[src/rtl/mem_write_seq_pkg.sv]
`default_nettype none
// ============================================================================
// Module      : mem_write_seq_pkg
// Description : Shared widths and state encoding for the memory write
//               sequencer and its input FIFO.
// Revision    : 1.0 - initial release
// ============================================================================
package mem_write_seq_pkg;

    localparam int c_DATA_W  = 32;
    localparam int c_ADDR_W  = 32;
    localparam int c_COUNT_W = 16;
    localparam int c_STATE_W = 3;

    typedef enum logic [c_STATE_W-1:0] {
        ST_IDLE  = 3'd0,
        ST_FETCH = 3'd1,
        ST_ISSUE = 3'd2,
        ST_ACK   = 3'd3,
        ST_DONE  = 3'd4
    } state_t;

endpackage
`default_nettype wire

[src/rtl/mem_write_seq_fifo.sv]
`default_nettype none
// ============================================================================
// Module      : sync_fifo
// Description : Single-clock FIFO with first-word-fall-through read data and
//               a registered occupancy count. Pushes when full and pops when
//               empty are dropped.
// Revision    : 1.0 - initial release
// ============================================================================
module sync_fifo #(
    parameter int DEPTH = 8,
    parameter int WIDTH = 32
) (
    input  logic                     clk,
    input  logic                     resetn,
    input  logic                     push,
    input  logic [WIDTH-1:0]         wr_data,
    input  logic                     pop,
    output logic [WIDTH-1:0]         rd_data,
    output logic                     full,
    output logic                     empty,
    output logic [$clog2(DEPTH):0]   count
);

    localparam int                 c_PTR_W = $clog2(DEPTH);
    localparam logic [c_PTR_W:0]   c_FULL  = (c_PTR_W + 1)'(DEPTH);

    logic [WIDTH-1:0]   r_mem [DEPTH];
    logic [c_PTR_W-1:0] r_wr_ptr;
    logic [c_PTR_W-1:0] r_rd_ptr;
    logic [c_PTR_W:0]   r_count;
    logic               w_push;
    logic               w_pop;

    assign full    = (r_count == c_FULL);
    assign empty   = (r_count == '0);
    assign count   = r_count;
    assign rd_data = r_mem[r_rd_ptr];
    assign w_push  = push && !full;
    assign w_pop   = pop && !empty;

    // Storage array; contents need no reset because the pointers define validity.
    always_ff @(posedge clk) begin
        if (w_push) begin
            r_mem[r_wr_ptr] <= wr_data;
        end
    end

    // Pointers wrap naturally since DEPTH is a power of two; count tracks occupancy.
    always_ff @(posedge clk) begin
        if (!resetn) begin
            r_wr_ptr <= '0;
            r_rd_ptr <= '0;
            r_count  <= '0;
        end else begin
            if (w_push) begin
                r_wr_ptr <= r_wr_ptr + 1'b1;
            end
            if (w_pop) begin
                r_rd_ptr <= r_rd_ptr + 1'b1;
            end
            case ({w_push, w_pop})
                2'b10:   r_count <= r_count + 1'b1;
                2'b01:   r_count <= r_count - 1'b1;
                default: r_count <= r_count;
            endcase
        end
    end

endmodule
`default_nettype wire

[src/rtl/mem_write_seq.sv]
`default_nettype none
// ============================================================================
// Module      : mem_write_seq
// Description : Buffers a word stream in a FIFO and replays a requested
//               number of words to an Avalon write master, one command per
//               word at consecutive strided addresses.
// Revision    : 1.0 - initial release
// ============================================================================
module mem_write_seq
    import mem_write_seq_pkg::*;
#(
    parameter int FIFO_DEPTH  = 8,
    parameter int ADDR_STRIDE = 4
) (
    input  logic                 clk,
    input  logic                 resetn,
    input  logic                 start,
    input  logic [c_ADDR_W-1:0]  base_addr,
    input  logic [c_COUNT_W-1:0] word_count,
    input  logic [c_DATA_W-1:0]  in_data,
    input  logic                 in_valid,
    output logic                 in_ready,
    output logic [c_DATA_W-1:0]  m_data,
    output logic [c_ADDR_W-1:0]  m_addr,
    output logic                 m_go,
    input  logic                 m_ready,
    output logic                 busy,
    output logic                 done,
    output logic [c_COUNT_W-1:0] words_written
);

    localparam int                   c_CNT_W     = $clog2(FIFO_DEPTH) + 1;
    localparam logic [c_CNT_W-1:0]   c_FIFO_FULL = c_CNT_W'(FIFO_DEPTH);
    localparam logic [c_ADDR_W-1:0]  c_STRIDE    = c_ADDR_W'(ADDR_STRIDE);

    state_t                r_state;
    state_t                w_next_state;
    logic [c_ADDR_W-1:0]   r_cur_addr;
    logic [c_COUNT_W-1:0]  r_word_count;
    logic [c_COUNT_W-1:0]  r_words_written;
    logic [c_COUNT_W-1:0]  w_words_inc;
    logic [c_DATA_W-1:0]   r_m_data;
    logic [c_ADDR_W-1:0]   r_m_addr;
    logic                  r_m_go;
    logic                  w_push;
    logic                  w_pop;
    logic                  w_fifo_full;
    logic                  w_fifo_empty;
    logic [c_DATA_W-1:0]   w_fifo_data;
    logic [c_CNT_W-1:0]    w_fifo_count;

    // in_ready follows the registered occupancy and is held low during reset.
    assign in_ready      = resetn && (w_fifo_count != c_FIFO_FULL);
    assign w_push        = in_valid && resetn && !w_fifo_full;
    assign w_words_inc   = r_words_written + 1'b1;
    assign m_data        = r_m_data;
    assign m_addr        = r_m_addr;
    assign m_go          = r_m_go;
    assign busy          = (r_state != ST_IDLE);
    assign done          = (r_state == ST_DONE);
    assign words_written = r_words_written;

    sync_fifo #(
        .DEPTH (FIFO_DEPTH),
        .WIDTH (c_DATA_W)
    ) u_fifo (
        .clk     (clk),
        .resetn  (resetn),
        .push    (w_push),
        .wr_data (in_data),
        .pop     (w_pop),
        .rd_data (w_fifo_data),
        .full    (w_fifo_full),
        .empty   (w_fifo_empty),
        .count   (w_fifo_count)
    );

    // State register.
    always_ff @(posedge clk) begin
        if (!resetn) begin
            r_state <= ST_IDLE;
        end else begin
            r_state <= w_next_state;
        end
    end

    // Next-state decode and FIFO pop; a word leaves the FIFO only when the master can take it.
    always_comb begin
        w_next_state = r_state;
        w_pop        = 1'b0;
        case (r_state)
            ST_IDLE: begin
                if (start) begin
                    w_next_state = (word_count == '0) ? ST_DONE : ST_FETCH;
                end
            end
            ST_FETCH: begin
                if (!w_fifo_empty && m_ready) begin
                    w_pop        = 1'b1;
                    w_next_state = ST_ISSUE;
                end
            end
            // m_ready may still reflect the previous command here, so it is not consulted.
            ST_ISSUE: w_next_state = ST_ACK;
            ST_ACK: begin
                if (m_ready) begin
                    w_next_state = (w_words_inc == r_word_count) ? ST_DONE : ST_FETCH;
                end
            end
            ST_DONE:  w_next_state = ST_IDLE;
            default:  w_next_state = ST_IDLE;
        endcase
    end

    // Transfer bookkeeping and the registered command presented to the master.
    always_ff @(posedge clk) begin
        if (!resetn) begin
            r_cur_addr      <= '0;
            r_word_count    <= '0;
            r_words_written <= '0;
            r_m_data        <= '0;
            r_m_addr        <= '0;
            r_m_go          <= 1'b0;
        end else begin
            case (r_state)
                ST_IDLE: begin
                    if (start) begin
                        r_cur_addr      <= base_addr;
                        r_word_count    <= word_count;
                        r_words_written <= '0;
                    end
                end
                ST_FETCH: begin
                    if (w_pop) begin
                        r_m_data <= w_fifo_data;
                        r_m_addr <= r_cur_addr;
                        r_m_go   <= 1'b1;
                    end
                end
                ST_ISSUE: r_m_go <= 1'b0;
                ST_ACK: begin
                    if (m_ready) begin
                        r_words_written <= w_words_inc;
                        r_cur_addr      <= r_cur_addr + c_STRIDE;
                    end
                end
                default: ;
            endcase
        end
    end

endmodule
`default_nettype wire

[config.mk]
export PLATFORM = sky130hd
export DESIGN_NAME = mem_write_seq
export DESIGN_NICKNAME = d
export VERILOG_FILES = /design/src/rtl/mem_write_seq_pkg.sv /design/src/rtl/mem_write_seq_fifo.sv /design/src/rtl/mem_write_seq.sv
export SDC_FILE = /design/constraint.sdc
export NUM_CORES = 1
export LEC_CHECK = 0
export ABC_AREA = 1
export BUFFER_PORTS_ARGS = -buffer_cell sky130_fd_sc_hd__buf_2
export CORE_ASPECT_RATIO = 0.75
export CORE_UTILIZATION = 45
export DETAILED_ROUTE_END_ITERATION = 10
export SYNTH_ARGS = -nofsm -noshare
export SYNTH_HDL_FRONTEND = slang
export SYNTH_SLANG_ARGS = --single-unit
[constraint.sdc]
create_clock -name clk -period 7.3 [get_ports clk]
set_clock_uncertainty 0.2 [all_clocks]
set_input_delay 1.46 -clock clk [delete_from_list [all_inputs] [get_ports clk]]
set_output_delay 1.46 -clock clk [all_outputs]
set_load 0.05 [all_outputs]
==> results of run 1 <==
[worst register-to-register path, cell delays in order, from the launching register on]
cell,delay [ns]
dfxtp_1,0.44
nor3_4,0.07
buf_4,0.29
inv_2,0.41
or2_1,0.21
o21ai_2,0.08
inv_2,0.05
nand2_2,0.06
nand2_4,0.40
clkinv_2,0.67
a21oi_1,0.41
a211oi_2,0.05
[flip-flops by register name, indices dropped and copies added (netlist names)]
register,count
r_cur_addr,32
words_written,16
r_state,3
r_word_count,16
m_addr,32
m_data,32
u_fifo.count,4
u_fifo.r_wr_ptr,3
u_fifo.r_rd_ptr,3
m_go,1
u_fifo.r_mem,256
[cells in the final DEF, fill, tap and decap left out, types with 4 or more instances in the layout]
| cell type | count |
|---|---|
| a211oi_1 | 5 |
| a21oi_1 | 123 |
| buf_2 | 167 |
| buf_4 | 11 |
| clkbuf_1 | 17 |
| clkbuf_16 | 43 |
| clkinv_1 | 7 |
| clkinv_2 | 6 |
| dfxtp_1 | 139 |
| edfxtp_1 | 256 |
| ha_1 | 7 |
| inv_1 | 80 |
| inv_2 | 4 |
| nand2_1 | 178 |
| nand3_1 | 53 |
| nand3b_1 | 4 |
| nand4_1 | 12 |
| nor2_1 | 203 |
| nor2_4 | 8 |
| nor3_1 | 11 |
| nor4_1 | 5 |
| o211ai_1 | 4 |
| o21ai_0 | 280 |
| o21bai_1 | 6 |
| o221ai_1 | 32 |
| o22ai_1 | 37 |
| o31ai_1 | 4 |
| or2_2 | 8 |
| xor2_1 | 11 |
[worst max-delay path by stage]
stage / cells after the start / to
6_report: 5 / in_ready
2_1_floorplan: 7 / u_fifo.r_mem[0][0]$_DFFE_PP_
5_1_grt: 5 / in_ready
3_3_place_gp: 8 / u_fifo.r_mem[4][15]$_DFFE_PP_
4_1_cts: 5 / in_ready
3_5_place_dp: 8 / u_fifo.r_mem[4][14]$_DFFE_PP_
[through the flow]
| stage | worst slack (ns) | util, % | hold slack (ns) | area (um^2) |
|---|---|---|---|---|
| 2_1_floorplan | 2.07 | - | 0.222 | 16300 |
| 3_3_place_gp | 2.88 | 48.9 | 0.241 | 17500 |
| 3_5_place_dp | 2.72 | 48.9 | 0.248 | 17500 |
| 4_1_cts | 2.92 | 52.3 | 0.261 | 18700 |
| 5_1_grt | 2.82 | 52.3 | 0.279 | 18700 |
| 6_report | 2.87 | 52.3 | 0.258 | 18700 |
[layer usage]
metal / GRT usage, % / share of wire (%) / up-vias / wire length [um]
li1: - / - / 5945 / -
met1: 33.3 / 49 / 5803 / 20100
met2: 32.0 / 43 / 284 / 17600
met3: 4.30 / 5.6 / 48 / 2280
met4: 5.31 / 1.6 / 0 / 646
met5: 0 / 0 / - / 0
[cell type report]
| class | count | area share (%) |
|---|---|---|
| Tap cell | 465 | 3.10 |
| Inverter | 88 | 1.78 |
| Multi-Input combinational cell | 1016 | 27.4 |
| Timing Repair Buffer | 178 | 4.90 |
| Sequential cell | 398 | 56.2 |
| Clock inverter | 11 | 0.287 |
| Clock buffer | 63 | 6.27 |
[power by group]
| group | switching [mW] | total (mW) | internal [mW] |
|---|---|---|---|
| registers | 0.101 | 2.63 | 2.52 |
| logic | 0.665 | 0.905 | 0.240 |
| clock network | 0.836 | 1.94 | 1.11 |
| total | 1.60 | 5.47 | 3.87 |
[logic make-up (layout without fill, tap and decap cells)]
kind of cell,Yosys count,after routing,synth area share (%)
compound gates,505,505,17.2
simple gates,489,489,12.5
flops,398,398,64.5
buf+inv,183,340,4.40
xor+xnor,14,14,0.751
fa+ha+maj,8,8,0.659
==> reports/metrics.yaml, run 1 <==
clocking:
  cts_buffer_depth: 3
  htree_levels: 2
  cts_buffers: 41
  clockRootBuffer: "clkbuf_16"
  postCtsSetupRepairBufs: 0
  clk_pin_slew_ns: 0.06
  cts_tree: "done"
  cts_resized: 0
  clock_latency_ns: 0.54
  ctsHoldBuffers: 0
  cts_sinks: 398
timing:
  fin_crit_sh_pct: 60.6
  grt_setup_unrepaired: "no"
  setup_viol: 0
  maxSlewViolCount: 0
  period_needed_ns: 4.43
  slew_headroom_pct: 23.3
  tightestPinTransition_ns: 1.15
  hold_viol: 0
  fmax_mhz: 226
  fin_tns_setup_ns: 0
yosys:
  synth.distinct_cells: 46
  synth_top_area_share_pct: 47.1
  synth_top_cell_by_area: "edfxtp_1"
  synth_seq_cells: 398
  syn_area_um2: 16300
  yosysSeqAreaShare_pct: 64.5
  synth_flop_cell: "edfxtp_1"
  synthTopCellsByCount: "o21ai_0, edfxtp_1, nor2_1"
  async_flop_share_pct: 0
  netlist_instances: 1597
  syn_nets: 1690
  ys.warnings.count: 0
  syn_avg_cell_area_um2: 10.2
  synth_area_leaders: "edfxtp_1, dfxtp_1, o21ai_0"
  synth_edf_count: 256
  yosysMostFrequentCell: "o21ai_0"
global_route:
  grt_first_pass_wirelength_mm: 64.2
  grtUsageTotal_pct: 21.9
  overflow: 0
  antenna_found_initial: 0
  grt_pass1_vias: 11257
  grt_max_degree: 115
placed_design:
  hpwl_mm: 25.0
  placed_cells: 2145
  io_buffer_count: 168
  gp_congestion: 0.890
route:
  drc: 0
  drtIter0Drc: 938
  final_antenna_net_count: 0
  routed_via_density: 5.44
  wl_mm: 40.6
  wl_per_cell_um: 18.3
  vias: 12080
  drt_first_pass_iters: 5
final_layout:
  final_layout_size_suffix_gt1_share_pct: 15.2
  antenna_cells: 0
  seq_area_um2: 10500
  fin_nets: 1816
  layout.cells.non_filler: 2219
  fill_cells: 3174
  multi_input_area_um2: 5140
  syn2layout_area_growth_pct: 14.8
critical_path:
  reg2regPathDepth: 11
  crit_fanout: 45
  crit_top_cell: "buf_4"
  cpLargestDelayFamily: "buffers and inverters"
  crit_start: "resetn"
  r2r_setup_slack_ns: 3.81
  r2r-end: "r_cur_addr[12]$_SDFFE_PN0P_"
  worstPathRequired_ns: 5.64
  cpPeakStageDelay_ns: 0.32
  cp-start-kind: "input port"
  worstSetupEndpointType: "primary output"
  worst-path-buf-inv: 4
  cp.arrival_ns: 2.77
  r2r_start: "r_state[2]$_SDFFE_PN0P_"
  crit_chain: "buf_4 > inv_2 > buf_4 > a41oi_1 > buf_2"
  slowest_stage: "buf_2"
  setup.worst_path.class: "in2out"
pwr:
  p_leak_nw: 6.79
  ir_drop_uv: 125
  power_density_nw_per_um2: 292
  power_mw: 5.47
hold_path:
  whs_endpoint: "u_fifo.count[0]$_SDFFE_PN0P_"
  hold_path_class: "reg2reg"
  hold_path_startpoint: "u_fifo.count[0]$_SDFFE_PN0P_"
  hold_depth: 1
floorplanning:
  dieArea_um2: 37100
  initial_utilization_pct: 45.6
  rows: 60
  coreArea_um2: 35800
  fp.dieW_um: 222
  die_h_um: 167
  io_pins: 169
job:
  drv_cap: 0
outcome:
  status: "completed"
No activity file was read; power rests on OpenSTA's default activity.
==> run 2, diff against run 1 <==
clock period = 4.6 ns   (was 7.3 ns; I/O delays follow)
==> reports/metrics.yaml, run 2 (same netlist as run 1, synthesis figures left out) <==
hold_path:
  hold_path_class: "reg2reg"
critical_path:
  crit_fanout: 46
  cpPeakStageDelay_ns: 0.60
  worstSetupEndpointType: "flip-flop"
  cpLargestDelayFamily: "buffers and inverters"
  cp.arrival_ns: 3.39
  slowest_stage: "clkinv_2"
  setup.worst_path.class: "reg2reg"
  crit_chain: "nor3_4 > inv_2 > or2_1 > o21ai_2 > inv_2 > nand2_2 > nand2_4 > clkinv_2 > a21oi_1 > o21ai_0 > a21oi_1"
  cp-start-kind: "flip-flop"
  worst-path-buf-inv: 3
  worstPathRequired_ns: 4.87
clocking:
  clock_latency_ns: 0.55
  cts_tree: "done"
  cts_sinks: 398
  htree_levels: 2
  clockRootBuffer: "clkbuf_16"
  clk_pin_slew_ns: 0.06
  postCtsSetupRepairBufs: 0
  cts_buffer_depth: 3
  cts_buffers: 42
  cts_resized: 0
  ctsHoldBuffers: 0
timing:
  grt_setup_unrepaired: "no"
  setup_viol: 0
  fin_crit_sh_pct: 67.9
  maxSlewViolCount: 0
  period_needed_ns: 3.12
  fin_ws_ns: 1.48
  tightestPinTransition_ns: 1.10
  fin_tns_setup_ns: 0
  hold_viol: 0
  slew_headroom_pct: 26.5
  fmax_mhz: 320
floorplanning:
  rows: 60
  dieArea_um2: 37100
  fp.dieW_um: 222
  die_h_um: 167
  coreArea_um2: 35800
  io_pins: 169
  initial_utilization_pct: 45.6
placed_design:
  place_ws_ns: 1.36
  hpwl_mm: 24.7
  gp_congestion: 0.863
  io_buffer_count: 168
pwr:
  p_int_mw: 6.28
  p_seq_share_pct: 46.8
  p_leak_nw: 6.88
  power_frac_comb_pct: 16.4
  p_sw_share_pct: 29.3
  clockPowerShare_pct: 36.8
  ir_drop_uv: 232
  switchingPower_mw: 2.60
  power_density_nw_per_um2: 469
final_layout:
  top_register: "u_fifo.r_mem"
  utilization_pct: 52.8
  final_cell_mix: "o21ai_0, edfxtp_1, nor2_1"
  largest_reg_flops: 256
  syn2layout_area_growth_pct: 15.9
  final_layout_size_suffix_gt1_share_pct: 16.1
  layout_commonest_cell: "o21ai_0"
  fin_nets: 1828
route:
  drtIter0Drc: 1045
  vias: 12111
  drt_first_pass_iters: 5
  wl_per_cell_um: 18.6
  routed_via_density: 5.42
  drc: 0
  final_antenna_net_count: 0
  wl_mm: 41.6
global_route:
  grt_first_pass_wirelength_mm: 64.7
  antenna_found_initial: 3
  grt_max_degree: 108
  grt_pass1_vias: 11292
  grtUsageTotal_pct: 22.3
  overflow: 0
outcome:
  status: "completed"
job:
  drv_cap: 0
-- run 2: changes by cell type in the layout (fill, tap and decap cells not counted), moves of 2 or more --
| cell | change |
|---|---|
| buf_4 | +11 |
| clkinv_1 | -4 |
| bufinv_16 | +2 |
| clkbuf_8 | +2 |
| clkinvlp_2 | +2 |
| diode_2 | +2 |
-- run 2: layer usage --
layer,up-vias,wire (um),GRT usage [%]
li1,5978,-,-
met3,45,2730,4.27
met2,329,18100,32.4
met4,2,579,5.46
met5,-,13,0
met1,5757,20200,33.9
-- run 2: cell type report --
class	count	area [um^2]
clock buffers	64	1170
diodes	2	5.00
fillers	3160	16900
repair buffers	189	1000
flip-flops and latches	398	10500
clock inverters	14	145
well taps	465	582
inverters	88	334
multi-input cells	1016	5140
-- run 2: final timing paths --
| kind | from | endpoint | slack (ns) | cells past startpoint |
|---|---|---|---|---|
| min reg2reg | u_fifo.count[0]$_SDFFE_PN0P_ | u_fifo.count[0]$_SDFFE_PN0P_ | 0.27 | 1 |
| max reg2reg | r_state[2]$_SDFFE_PN0P_ | r_cur_addr[18]$_SDFFE_PN0P_ | 1.48 | 11 |
| max | r_state[2]$_SDFFE_PN0P_ | r_cur_addr[18]$_SDFFE_PN0P_ | 1.48 | 11 |
| min | u_fifo.count[0]$_SDFFE_PN0P_ | u_fifo.count[0]$_SDFFE_PN0P_ | 0.27 | 1 |
-- run 2: power groups by stage --
stage / combinational [mW] / clock (mW) / sequential, mW
after floorplan: 0.787 / 0 / 4.46
after detailed placement: 1.45 / 0 / 4.23
after CTS: 1.46 / 3.34 / 4.15
after global placement: 1.43 / 0 / 4.22
after global routing: 1.61 / 3.48 / 4.18
final: 1.45 / 3.26 / 4.15
-- run 2: stage by stage --
step	power, mW	cells	hold slack (ns)	instance area, um^2
after global placement	5.65	2156	0.242	17600
after global routing	9.27	2236	0.278	18900
after CTS	8.95	2234	0.262	18900
after detailed placement	5.68	2156	0.248	17600
after floorplan	5.25	1597	0.222	16300
final	8.87	2236	0.267	18900
-- run 2: worst reg2reg max path, cell delays in order, from the launching register on --
cell and delay [ns]:
dfxtp_1 0.46, nor3_4 0.08, inv_2 0.35, or2_1 0.20, o21ai_2 0.07, inv_2 0.05, nand2_2 0.06, nand2_4 0.40
clkinv_2 0.62, a21oi_1 0.31, o21ai_0 0.10, a21oi_1 0.15
==> run 3, diff against run 2 <==
clock period = 3 ns   (was 4.6 ns; I/O delays follow)
==> reports/metrics.yaml, run 3 (same netlist as run 1, synthesis figures left out) <==
final_layout:
  seq_area_um2: 10500
  top_register: "u_fifo.r_mem"
  fill_cells: 3155
  multi_input_area_um2: 5160
  final_layout_size_suffix_gt1_share_pct: 17.0
  layout_commonest_cell: "o21ai_0"
  fin_nets: 1834
  final_cell_mix: "o21ai_0, edfxtp_1, nor2_1"
  syn2layout_area_growth_pct: 18.0
  largest_reg_flops: 256
  design_area_um2: 19300
route:
  vias: 12234
  wl_mm: 42.0
  final_antenna_net_count: 0
  wl_per_cell_um: 18.8
  routed_via_density: 5.46
  drtIter0Drc: 875
  drt_first_pass_iters: 5
  drc: 0
global_route:
  grt_pass1_vias: 11642
  grtUsageTotal_pct: 22.6
  antenna_found_initial: 3
  grt_first_pass_wirelength_mm: 65.8
  grt_max_degree: 130
  overflow: 0
hold_path:
  hold_path_class: "in2reg"
pwr:
  ir_drop_uv: 389
  power_density_nw_per_um2: 730
  p_leak_nw: 7.03
clocking:
  cts_buffers: 41
  clockRootBuffer: "clkbuf_16"
  clock_latency_ns: 0.55
  postCtsSetupRepairBufs: 0
  cts_tree: "done"
  clk_pin_slew_ns: 0.06
  cts_resized: 0
  cts_buffer_depth: 3
  cts_sinks: 398
  htree_levels: 2
  ctsHoldBuffers: 0
floorplanning:
  initial_utilization_pct: 45.6
  coreArea_um2: 35800
  die_h_um: 167
  dieArea_um2: 37100
  io_pins: 169
  fp.dieW_um: 222
  rows: 60
critical_path:
  worstPathRequired_ns: 3.22
  worstSetupEndpointType: "flip-flop"
  crit_fanout: 114
  cp-start-kind: "flip-flop"
  setup.worst_path.class: "reg2reg"
  cp.arrival_ns: 2.78
timing:
  tightestPinTransition_ns: 1.08
  setup_viol: 0
  hold_viol: 0
  slew_headroom_pct: 27.7
  period_needed_ns: 2.56
  maxSlewViolCount: 0
  fin_tns_setup_ns: 0
  fin_crit_sh_pct: 85.3
  hold_slack_ns: 0.105
  grt_setup_unrepaired: "no"
  fmax_mhz: 391
placed_design:
  gp_congestion: 0.849
  dpl_cell_area_um2: 17800
  io_buffer_count: 168
  hpwl_mm: 24.7
job:
  drv_cap: 0
outcome:
  status: "completed"
-- run 3: report_power, final --
| part | leakage (nW) | total [mW] | switching (mW) | internal (mW) |
|---|---|---|---|---|
| clock network | 0.701 | 5.43 | 2.18 | 3.25 |
| registers | 3.47 | 6.36 | 0.220 | 6.14 |
| logic | 2.86 | 2.29 | 1.65 | 0.633 |
| total | 7.03 | 14.1 | 4.05 | 10.0 |
-- run 3: cell type report --
class | instances | area share [%]
Sequential cell | 398 | 54.7
Multi-Input combinational cell | 1016 | 26.8
Timing Repair Buffer | 196 | 6.30
Clock buffer | 48 | 5.73
Tap cell | 465 | 3.02
Clock inverter | 28 | 1.75
Inverter | 88 | 1.73
Antenna cell | 1 | 0.0130
-- run 3: per-stage QoR --
step / power, mW / instances / utilization, % / worst slack [ns]
final: 14.1 / 2240 / 53.8 / 0.440
after detailed placement: 8.76 / 2163 / 49.8 / 0.271
after global routing: 14.7 / 2239 / 53.8 / 0.0568
after CTS: 14.2 / 2239 / 53.8 / 0.431
after floorplan: 8.06 / 1597 / - / 0.0162
after global placement: 8.72 / 2163 / 49.8 / 0.267
-- run 3: path summary, 6_finish.rpt --
| path | endpoint | depth (start not counted) | start | slack, ns |
|---|---|---|---|---|
| max reg2reg | u_fifo.r_rd_ptr[2]$_SDFFE_PN0P_ | 8 | r_state[0]$_SDFFE_PN0P_ | 0.44 |
| min reg2reg | m_addr[17]$_SDFFE_PN0P_ | 2 | m_addr[17]$_SDFFE_PN0P_ | 0.27 |
| max | u_fifo.r_rd_ptr[2]$_SDFFE_PN0P_ | 8 | r_state[0]$_SDFFE_PN0P_ | 0.44 |
| min | r_cur_addr[0]$_SDFFE_PN0P_ | 3 | base_addr[0] | 0.11 |
-- run 3: metal layers --
layer / vias to the layer above / global-route usage (%) / wire, um
met2: 306 / 33.1 / 17900
li1: 5999 / - / -
met3: 75 / 4.39 / 2480
met4: 4 / 6.64 / 977
met5: - / 0 / 22
met1: 5850 / 33.8 / 20700
-- run 3: critical path, cell delays in order (launching register included) --
cell      delay, ns
dfxtp_1        0.39
inv_2          0.08
nor3_1         0.26
nand3_1        0.17
clkinv_2       0.08
buf_4          0.80
nand2_1        0.15
o21ai_0        0.21
a21oi_1        0.05
